File: config.mk
export PLATFORM = sky130hd
export DESIGN_NAME = sdram_arbit
export DESIGN_NICKNAME = d
export VERILOG_FILES = /design/src/rtl/sdram_arbit.sv
export SDC_FILE = /design/constraint.sdc
export NUM_CORES = 1
export LEC_CHECK = 0
export CORE_MARGIN = 2
export CORE_UTILIZATION = 25
export DETAILED_ROUTE_END_ITERATION = 7
export GPL_ROUTABILITY_DRIVEN = 0
export PLACE_DENSITY = 0.91
export SYNTH_ARGS = -nofsm -noshare
export SYNTH_HDL_FRONTEND = slang
export SYNTH_SLANG_ARGS = --single-unit
File: constraint.sdc
create_clock -name sys_clk -period 2 [get_ports sys_clk]
set_clock_uncertainty 0.15 [all_clocks]
set_input_delay 0.2 -clock sys_clk [delete_from_list [all_inputs] [get_ports sys_clk]]
set_output_delay 0.2 -clock sys_clk [all_outputs]
set_load 0.005 [all_outputs]
File: src/rtl/sdram_arbit.sv
// SDRAM command arbiter: grants one of init/refresh/write/read at a time
// and multiplexes the owner's command, bank and address onto the device pins.
module sdram_arbit #(
    parameter logic [3:0] CMD_NOP = 4'b0111
) (
    input  logic        sys_clk,
    input  logic        sys_rst_n,
    input  logic [3:0]  init_cmd,
    input  logic [1:0]  init_ba,
    input  logic [12:0] init_addr,
    input  logic        init_end,
    input  logic        aref_req,
    input  logic [3:0]  aref_cmd,
    input  logic [1:0]  aref_ba,
    input  logic [12:0] aref_addr,
    input  logic        aref_end,
    input  logic        wr_req,
    input  logic [3:0]  wr_cmd,
    input  logic [1:0]  wr_ba,
    input  logic [12:0] wr_addr,
    input  logic        wr_end,
    input  logic        wr_sdram_en,
    input  logic [15:0] wr_data,
    input  logic        rd_req,
    input  logic [3:0]  rd_cmd,
    input  logic [1:0]  rd_ba,
    input  logic [12:0] rd_addr,
    input  logic        rd_end,
    output logic        aref_en,
    output logic        wr_en,
    output logic        rd_en,
    output logic        sdram_cke,
    output logic        sdram_cs_n,
    output logic        sdram_ras_n,
    output logic        sdram_cas_n,
    output logic        sdram_we_n,
    output logic [1:0]  sdram_ba,
    output logic [12:0] sdram_addr,
    output logic [15:0] sdram_dq_out,
    output logic        sdram_dq_oe
);

    typedef enum logic [2:0] {
        S_INIT  = 3'd0,
        S_ARBIT = 3'd1,
        S_AREF  = 3'd2,
        S_WRITE = 3'd3,
        S_READ  = 3'd4
    } state_t;

    state_t      state_r;
    state_t      state_nxt_s;
    logic [3:0]  cmd_s;

    // Next-state: fixed priority aref > wr > rd; ends only honoured by their owner
    always_comb begin
        state_nxt_s = state_r;
        case (state_r)
            S_INIT: begin
                if (init_end) state_nxt_s = S_ARBIT;
                else          state_nxt_s = S_INIT;
            end
            S_ARBIT: begin
                if (aref_req)    state_nxt_s = S_AREF;
                else if (wr_req) state_nxt_s = S_WRITE;
                else if (rd_req) state_nxt_s = S_READ;
                else             state_nxt_s = S_ARBIT;
            end
            S_AREF: begin
                if (aref_end) state_nxt_s = S_ARBIT;
                else          state_nxt_s = S_AREF;
            end
            S_WRITE: begin
                if (wr_end) state_nxt_s = S_ARBIT;
                else        state_nxt_s = S_WRITE;
            end
            S_READ: begin
                if (rd_end) state_nxt_s = S_ARBIT;
                else        state_nxt_s = S_READ;
            end
            default: state_nxt_s = S_INIT;
        endcase
    end

    // State, grants and clock enable; grants track the state being entered
    always_ff @(posedge sys_clk or negedge sys_rst_n) begin
        if (!sys_rst_n) begin
            state_r   <= S_INIT;
            aref_en   <= 1'b0;
            wr_en     <= 1'b0;
            rd_en     <= 1'b0;
            sdram_cke <= 1'b0;
        end else begin
            state_r   <= state_nxt_s;
            aref_en   <= (state_nxt_s == S_AREF);
            wr_en     <= (state_nxt_s == S_WRITE);
            rd_en     <= (state_nxt_s == S_READ);
            sdram_cke <= 1'b1;
        end
    end

    // Pin mux driven purely from the state register so reset takes effect at once
    always_comb begin
        cmd_s       = CMD_NOP;
        sdram_ba    = 2'b00;
        sdram_addr  = 13'd0;
        sdram_dq_oe = 1'b0;
        case (state_r)
            S_INIT: begin
                cmd_s      = init_cmd;
                sdram_ba   = init_ba;
                sdram_addr = init_addr;
            end
            S_AREF: begin
                cmd_s      = aref_cmd;
                sdram_ba   = aref_ba;
                sdram_addr = aref_addr;
            end
            S_WRITE: begin
                cmd_s       = wr_cmd;
                sdram_ba    = wr_ba;
                sdram_addr  = wr_addr;
                sdram_dq_oe = wr_sdram_en;
            end
            S_READ: begin
                cmd_s      = rd_cmd;
                sdram_ba   = rd_ba;
                sdram_addr = rd_addr;
            end
            default: begin
                cmd_s       = CMD_NOP;
                sdram_ba    = 2'b00;
                sdram_addr  = 13'd0;
                sdram_dq_oe = 1'b0;
            end
        endcase
    end

    assign {sdram_cs_n, sdram_ras_n, sdram_cas_n, sdram_we_n} = cmd_s;
    assign sdram_dq_out = wr_data;

endmodule
==> impl_metrics.toml, run 1 <==
[global_routing]
antenna_found_initial = 0
grt_max_degree = 21
grt_use_met3_pct = 4.07
use_met2_pct = 30.7
grt_pass1_vias = 1421
grt_first_pass_wirelength_mm = 6.84
busiest_layer = "met2"
grt_usage_pct = 17.5
overflow = 0
grt_util_met1_pct = 20.7

[setup_path]
end_kind = "output pin"
crit_buf_inv = 2
max_stage_delay_ps = 430
rr_startpoint = "state_r[1]"
critPathSlowestCell = "dfrtp_2"
worstPathRequired_ps = 1650
reg2reg_slack_ps = 290
reg2reg_to = "aref_en"
path_max_fanout = 5
startpoint_type = "flop"
cp_cell_sequence = "and2b_2, buf_4, a2bb2oi_1, o2bb2ai_1, dlygate4sd2_1"
cp-endpoint = "sdram_addr[0]"
cp_num_cells = 5
cp.arrival_ps = 1610
startpoint = "state_r[1]"
path_delay_family = "flip-flops"
r2r_cells = 4
path_class = "reg -> out"

[route]
drt-wirelength-per-cell_um = 16.3
viasPerCell = 4.99
vias = 1341
finalWirelength_mm = 4.38
final_antenna_net_count = 0
drt-initial-drc-count = 23
dr.pass1.iters = 4
drc = 0

[cells_and_area]
n_fill_cell = 375
antenna_cells = 0
syn2layout_area_growth_pct = 112
final_core_util_pct = 55.6
instances_no_fill = 269
nets = 322
drive_above_1_share_pct = 13.7
fin_area_sq_um = 2250

[logic_synthesis]
yosys.area.top_type = "mux2i_1"
synth_fa_ha_area_share_pct = 0
ys_warn_count = 0
syn_inst = 118
synth.cell_area_sq_um = 1060
synth_mux_area_share_pct = 20.7
yosysUniqueCellTypes = 29
seq_area_frac_synth_pct = 16.5
yosys-top-cells-area = "mux2i_1 (21%), dfrtp_1 (16%), a2bb2oi_1 (13%)"
syn_nets = 220
synth-compound-area-share_pct = 33.2
synth_xor_xnor_area_share_pct = 0
synth_top_family_by_area = "compound AO/OA/AOI/OAI gates"
avgSynthCellArea_sq_um = 9.01
ys_seq_elements = 7
synthSimpleGateAreaFrac_pct = 10.8
synth_top_area_share_pct = 20.7

[hold_path]
hold_path_class = "in -> async"

[floorplanning]
die-area_sq_um = 4790
start_util_pct = 26.2
die_y_um = 69.2
die_x_um = 69.2
placeableCoreArea_sq_um = 4060
rows = 23
io_pins = 142

[placement]
pre_cts_ws_ps = 30.7
io_buffers = 109
place_hpwl_mm = 3.49
place_inst = 262
place_area_sq_um = 2150

[timing]
setup_tns_ps = 0
setup_ws_ps = 44.8
rsz0062_at_grt = "yes"
finalCriticalPeriod_ps = 1960
period_share_pct = 97.8
setup_viol = 0
whs_ps = 88.7
hold_violations = 0
drv_slew = 0
timing.fmax_ghz = 0.511

[clock_tree]
ctsHoldBuffers = 0
worstSkewPairLatency_ps = 220
h-tree-depth = 1
cts_buffer_depth = 2
clk_pin_slew_worst_paths_ps = 40
cts_root_buffer = "clkbuf_8"
cts.sinks = 7
cts_tree = "yes"
cts_buffers = 3

[run_status]
status = "completed"

[power_and_ir_drop]
p_leak_nw = 0.952
post-layout-total-power_mw = 2.03
power_density_nw_per_um2 = 901
peakVddDrop_mv = 0.553

[job]
cap_violations = 0
==> where the power goes <==
group	total, mW	leakage (nW)	internal [mW]	switching [mW]
combinational	1.62	0.840	0.959	0.660
sequential	0.220	0.0888	0.184	0.0359
clock	0.193	0.0228	0.137	0.0559
total	2.03	0.952	1.28	0.752
==> how the worst min path moves through the flow <==
| stage | from | slack (ps) | depth (start not counted) | to |
|---|---|---|---|---|
| final | sys_rst_n | 90 | 1 | sdram_cke |
| after global placement | wr_data[3] | 250 | 0 | sdram_dq_out[3] |
| after CTS | sys_rst_n | 100 | 1 | sdram_cke |
| after detailed placement | wr_data[3] | 250 | 0 | sdram_dq_out[3] |
| after floorplan | sys_rst_n | -250 | 0 | aref_en |
| after global routing | sys_rst_n | 110 | 1 | sdram_cke |
==> cells in the mapped netlist <==
master / instances
buf_2: 6
a21oi_1: 3
nor2_1: 3
clkbuf_1: 2
dfrtp_1: 7
and2b_1: 2
a32oi_2: 1
and3_1: 1
nand2b_1: 1
o21ai_0: 1
a2bb2oi_1: 16
nor4bb_1: 1
inv_1: 1
and3b_1: 1
or3_4: 1
or3b_1: 2
buf_6: 2
o2bb2ai_1: 16
buf_4: 17
mux2i_1: 22
conb_1: 1
clkbuf_2: 1
nand2_1: 2
and2_1: 1
a31oi_1: 1
nor2b_1: 1
a21o_1: 1
or3b_2: 1
a22oi_1: 3
==> layer usage <==
metal / up-vias / wire length (um)
met3: 10 / 326
met5: - / 0
met4: 0 / 85
met2: 74 / 2150
li1: 637 / -
met1: 620 / 1820
==> sequential cells by signal, indices dropped and copies added (netlist names) <==
signal and flops:
rd_en 1, aref_en 1, state_r 3, wr_en 1
sdram_cke 1
==> final cells by class <==
cell class	instances	area (sq um)	share of cell area [%]
multi-input cells	82	721	32.0
inverters	1	3.75	0.166
repair buffers	125	1250	55.3
clock buffers	4	45.0	2.00
well taps	50	62.6	2.77
flip-flops and latches	7	176	7.82
==> placed cells by master (no fill, tap or decap), drive strengths merged <==
cell type / instances
clkdlybuf4s50: 90
mux2i: 22
dlygate4sd2: 18
o2bb2ai: 16
a2bb2oi: 16
buf: 15
dfrtp: 7
clkbuf: 5
nor2: 3
a22oi: 3
a21oi: 3
or3b: 3
nand2: 2
and2b: 2
and2: 1
nor2b: 1
or3: 1
a32oi: 1
inv: 1
nand2b: 1
nor4bb: 1
a31oi: 1
o21ai: 1
a21o: 1
and3: 1
and3b: 1
clkdlybuf4s15: 1
conb: 1
==> timing repair <==
action | CTS | global route
setup buffers | 0 | 1
endpoints found under the setup margin | 19 | 9
resized for setup | 28 | 5
gates cloned | 1 | 1
==> cells by family (layout without fill, tap and decap cells) <==
family / count (synthesis) / in the layout
multiplexers: 22 / 22
AO/OA/AOI/OAI: 42 / 42
AND/OR/NAND/NOR: 17 / 17
buffers and inverters: 29 / 130
flip-flops: 7 / 7
other: 1 / 1
Power figures use the tool's default switching activity.
==> run 2, diff against run 1 <==
Settings changed: CORE_AREA set to 2 2 56 58, CORE_MARGIN 2 to not set, CORE_UTILIZATION 25 to not set, DIE_AREA set to 0 0 58 60, DONT_BUFFER_PORTS set to 1, PLACE_DENSITY 0.91 to 0.61.
==> run 2 against run 1 <==
Sequential cell count stayed put. Worst hold slack lost 16 ps. Via count shrank 32%. Count of clock-buffer cells in the layout did not move. Clock power fell by 36%. Sequential power is 5% higher. Final cell count decreased by 48%. Critical path depth down 2.
==> impl_metrics.toml, run 2 (same netlist as run 1, synthesis figures left out) <==
[run_status]
status = "completed"

[route]
drc = 0
dr.pass1.iters = 4
vias = 917
viasPerCell = 6.55
finalWirelength_mm = 2.87
drt-wirelength-per-cell_um = 20.5
final_antenna_net_count = 0
drt-initial-drc-count = 14

[timing]
hold_violations = 0
drv_slew = 0
finalCriticalPeriod_ps = 1820
timing.fmax_ghz = 0.549
rsz0062_at_grt = "no"
period_share_pct = 91.0
setup_viol = 0
setup_tns_ps = 0

[global_routing]
grt_usage_pct = 13.9
antenna_found_initial = 0
grt_pass1_vias = 755
overflow = 0
grt_first_pass_wirelength_mm = 3.65
grt_max_degree = 15

[cells_and_area]
final_common_cell = "mux2i_1"
syn2layout_area_growth_pct = -1.76
drive_above_1_share_pct = 15.9
top_register = "state_r"
antenna_cells = 0
layout_common_cells = "mux2i_1 (22), a2bb2oi_1 (16), o2bb2ai_1 (16)"
nets = 210
largest_register_ffs = 3

[power_and_ir_drop]
post-layout-total-power_mw = 1.27
power_density_nw_per_um2 = 1220
p_leak_nw = 0.439
peakVddDrop_mv = 0.446

[clock_tree]
worstSkewPairLatency_ps = 240
postCtsSetupRepairBufs = 0
clk_pin_slew_worst_paths_ps = 50
cts.sinks = 7
h-tree-depth = 1
cts_root_buffer = "clkbuf_4"
cts_buffers = 3
cts_tree = "yes"
cts_buffer_depth = 2

[hold_path]
hold_path_class = "in -> reg"

[floorplanning]
placeableCoreArea_sq_um = 2900
die_x_um = 58
die-area_sq_um = 3480
start_util_pct = 36.6
rows = 20
io_pins = 142
die_y_um = 60

[setup_path]
reg2reg_slack_ps = 410
path_class = "reg -> out"
path_max_fanout = 12
worstPathRequired_ps = 1650
end_kind = "output pin"
startpoint_type = "flop"
cp.arrival_ps = 1470

[job]
cap_violations = 0

[placement]
io_buffers = 0
place_hpwl_mm = 2.39
run 2: worst paths after layout:
check                                start          end  cells past startpoint
worst min-delay path                wr_end   state_r[1]                      3
worst max-delay path            state_r[1]  sdram_cas_n                      3
worst min register to register  state_r[1]   state_r[2]                      1
max in group asynchronous        sys_rst_n   state_r[1]                      1
worst max register to register  state_r[1]      aref_en                      4
min in group asynchronous        sys_rst_n   state_r[2]                      1
run 2: area by class of cell:
type / count / area (sq um)
Clock buffer: 4 / 26.3
Fill cell: 301 / 1860
Inverter: 1 / 3.75
Multi-Input combinational cell: 82 / 692
Sequential cell: 7 / 176
Tap cell: 33 / 41.3
Timing Repair Buffer: 13 / 105
run 2: layer usage:
layer	wire, um	track usage, %	vias to the layer above
met1	992	15.8	426
met5	0	0	-
met4	46	5.98	0
li1	-	-	419
met3	291	2.81	8
met2	1540	25.2	64
run 2: timing repair:
item / CTS / global route
endpoints found under the setup margin: 0 / 9
gates resized for setup: 0 / 1
hold endpoints to repair: 8 / 0
hold buffers: 3 / 0
run 2: where the power goes:
group | switching (mW) | internal [mW]
clock | 0.0477 | 0.0758
sequential | 0.0470 | 0.183
combinational | 0.481 | 0.436
run 2: through the flow:
stage | util (%) | hold slack [ps] | instance area (sq um) | worst slack, ps | instances
3_3_place_gp | 34.0 | -245 | 987 | 345 | 133
5_1_grt | 36.0 | 64.0 | 1040 | 71.7 | 140
3_5_place_dp | 34.0 | -245 | 987 | 313 | 133
2_1_floorplan | - | -246 | 1060 | 430 | 118
6_report | 36.0 | 72.2 | 1040 | 180 | 140
4_1_cts | 35.9 | 62.5 | 1040 | 62.0 | 140
run 2: critical path: stages (launching register included):
cell and delay [ps]:
dfrtp_2 460, buf_4 210, nor2b_1 370, a22oi_1 180
==> run 3, diff against run 2 <==
Settings changed: HOLD_SLACK_MARGIN set to 0.08, SKIP_CTS_REPAIR_TIMING set to 1.
==> run 3 against run 2 <==
Setup slack hardly changed. Sequential share of layout area is 0.32 points lower. Sequential cell count stayed put. Largest cell class unchanged.
==> impl_metrics.toml, run 3 (same netlist as run 1, synthesis figures left out) <==
[cells_and_area]
top_register = "state_r"
fin_area_sq_um = 1060
syn2layout_area_growth_pct = 0.118
n_fill_cell = 298
layout_common_cells = "mux2i_1 (22), a2bb2oi_1 (16), o2bb2ai_1 (16)"
drive_above_1_share_pct = 15.6
final_core_util_pct = 36.7
nets = 212
antenna_cells = 0
instances_no_fill = 142
final_common_cell = "mux2i_1"
largest_register_ffs = 3

[setup_path]
crit_buf_inv = 1
reg2reg_to = "aref_en"
worstPathRequired_ps = 1650
end_kind = "output pin"
path_max_fanout = 12
path_delay_family = "flip-flops"
cp_num_cells = 3
startpoint = "state_r[1]"
max_stage_delay_ps = 460
path_class = "reg -> out"
rr_startpoint = "state_r[1]"
startpoint_type = "flop"
r2r_cells = 4
cp_cell_sequence = "buf_4, nor2b_1, a22oi_1"
critPathSlowestCell = "dfrtp_2"
reg2reg_slack_ps = 410
cp.arrival_ps = 1470

[placement]
place_inst = 133
io_buffers = 0
pre_cts_ws_ps = 313
place_hpwl_mm = 2.39
place_area_sq_um = 987

[timing]
rsz0062_at_grt = "no"
finalCriticalPeriod_ps = 1820
period_share_pct = 91.0
setup_viol = 0
timing.fmax_ghz = 0.549
drv_slew = 0
setup_tns_ps = 0
setup_ws_ps = 180
hold_violations = 0

[clock_tree]
cts_root_buffer = "clkbuf_4"
worstSkewPairLatency_ps = 240
clk_pin_slew_worst_paths_ps = 50
cts_tree = "yes"
cts_buffer_depth = 2
cts_buffers = 3
h-tree-depth = 1
cts.sinks = 7

[power_and_ir_drop]
power_density_nw_per_um2 = 1200
peakVddDrop_mv = 0.446
p_leak_nw = 0.447

[floorplanning]
start_util_pct = 36.6
placeableCoreArea_sq_um = 2900
die_x_um = 58
rows = 20
io_pins = 142
die_y_um = 60
die-area_sq_um = 3480

[hold_path]
hold-path-endpoint = "state_r[2]"
min_from = "rd_req"
hold_depth = 3
hold_path_class = "in -> reg"

[route]
final_antenna_net_count = 0
vias = 930
drt-initial-drc-count = 19
dr.pass1.iters = 4
drc = 0
finalWirelength_mm = 2.91
drt-wirelength-per-cell_um = 20.5
viasPerCell = 6.55

[job]
cap_violations = 0

[global_routing]
grt_max_degree = 15
overflow = 0
antenna_found_initial = 0
grt_usage_pct = 13.8
grt_pass1_vias = 742
grt_first_pass_wirelength_mm = 3.61

[run_status]
status = "completed"
[run 3: stage by stage]
step                      total power [mW]  hold WS (ps)
after detailed placement              1.15          -245
after floorplan                       1.03          -246
final                                 1.27          92.4
after global placement                1.13          -245
after CTS                             1.28          -511
after global routing                  1.39          93.5
[run 3: worst max-delay path by stage]
| stage | endpoint | slack, ps |
|---|---|---|
| finish | sdram_cas_n | 180 |
| global route | sdram_addr[2] | 70 |
| CTS | sdram_addr[0] | 60 |
| detailed placement | aref_en | 310 |
| global placement | aref_en | 350 |
| floorplan | sdram_addr[10] | 430 |
[run 3: where the power goes]
| group | leakage, nW | internal (mW) | switching (mW) |
|---|---|---|---|
| combinational | 0.343 | 0.439 | 0.482 |
| sequential | 0.0888 | 0.183 | 0.0470 |
| clock | 0.0150 | 0.0758 | 0.0478 |
| total | 0.447 | 0.698 | 0.577 |
[run 3: cell type report]
type	instances	area, sq um	share of cell area (%)
inverters	1	3.75	0.353
flip-flops and latches	7	176	16.6
clock buffers	4	26.3	2.47
multi-input cells	82	692	65.0
repair buffers	15	125	11.8
well taps	33	41.3	3.88
[run 3: routing by layer]
metal,part of all wire (%),vias to the layer above,global-route usage (%)
met5,0,-,0
met4,1.6,0,5.98
met3,10,8,3.03
li1,-,423,-
met1,34,435,15.5
met2,54,64,24.8
[run 3: worst reg2reg max path, delay by kind of cell (launching register included)]
family	cells	cell delay, ps
flops	1	460
simple gates	2	590
compound gates	1	120
buf+inv	1	220
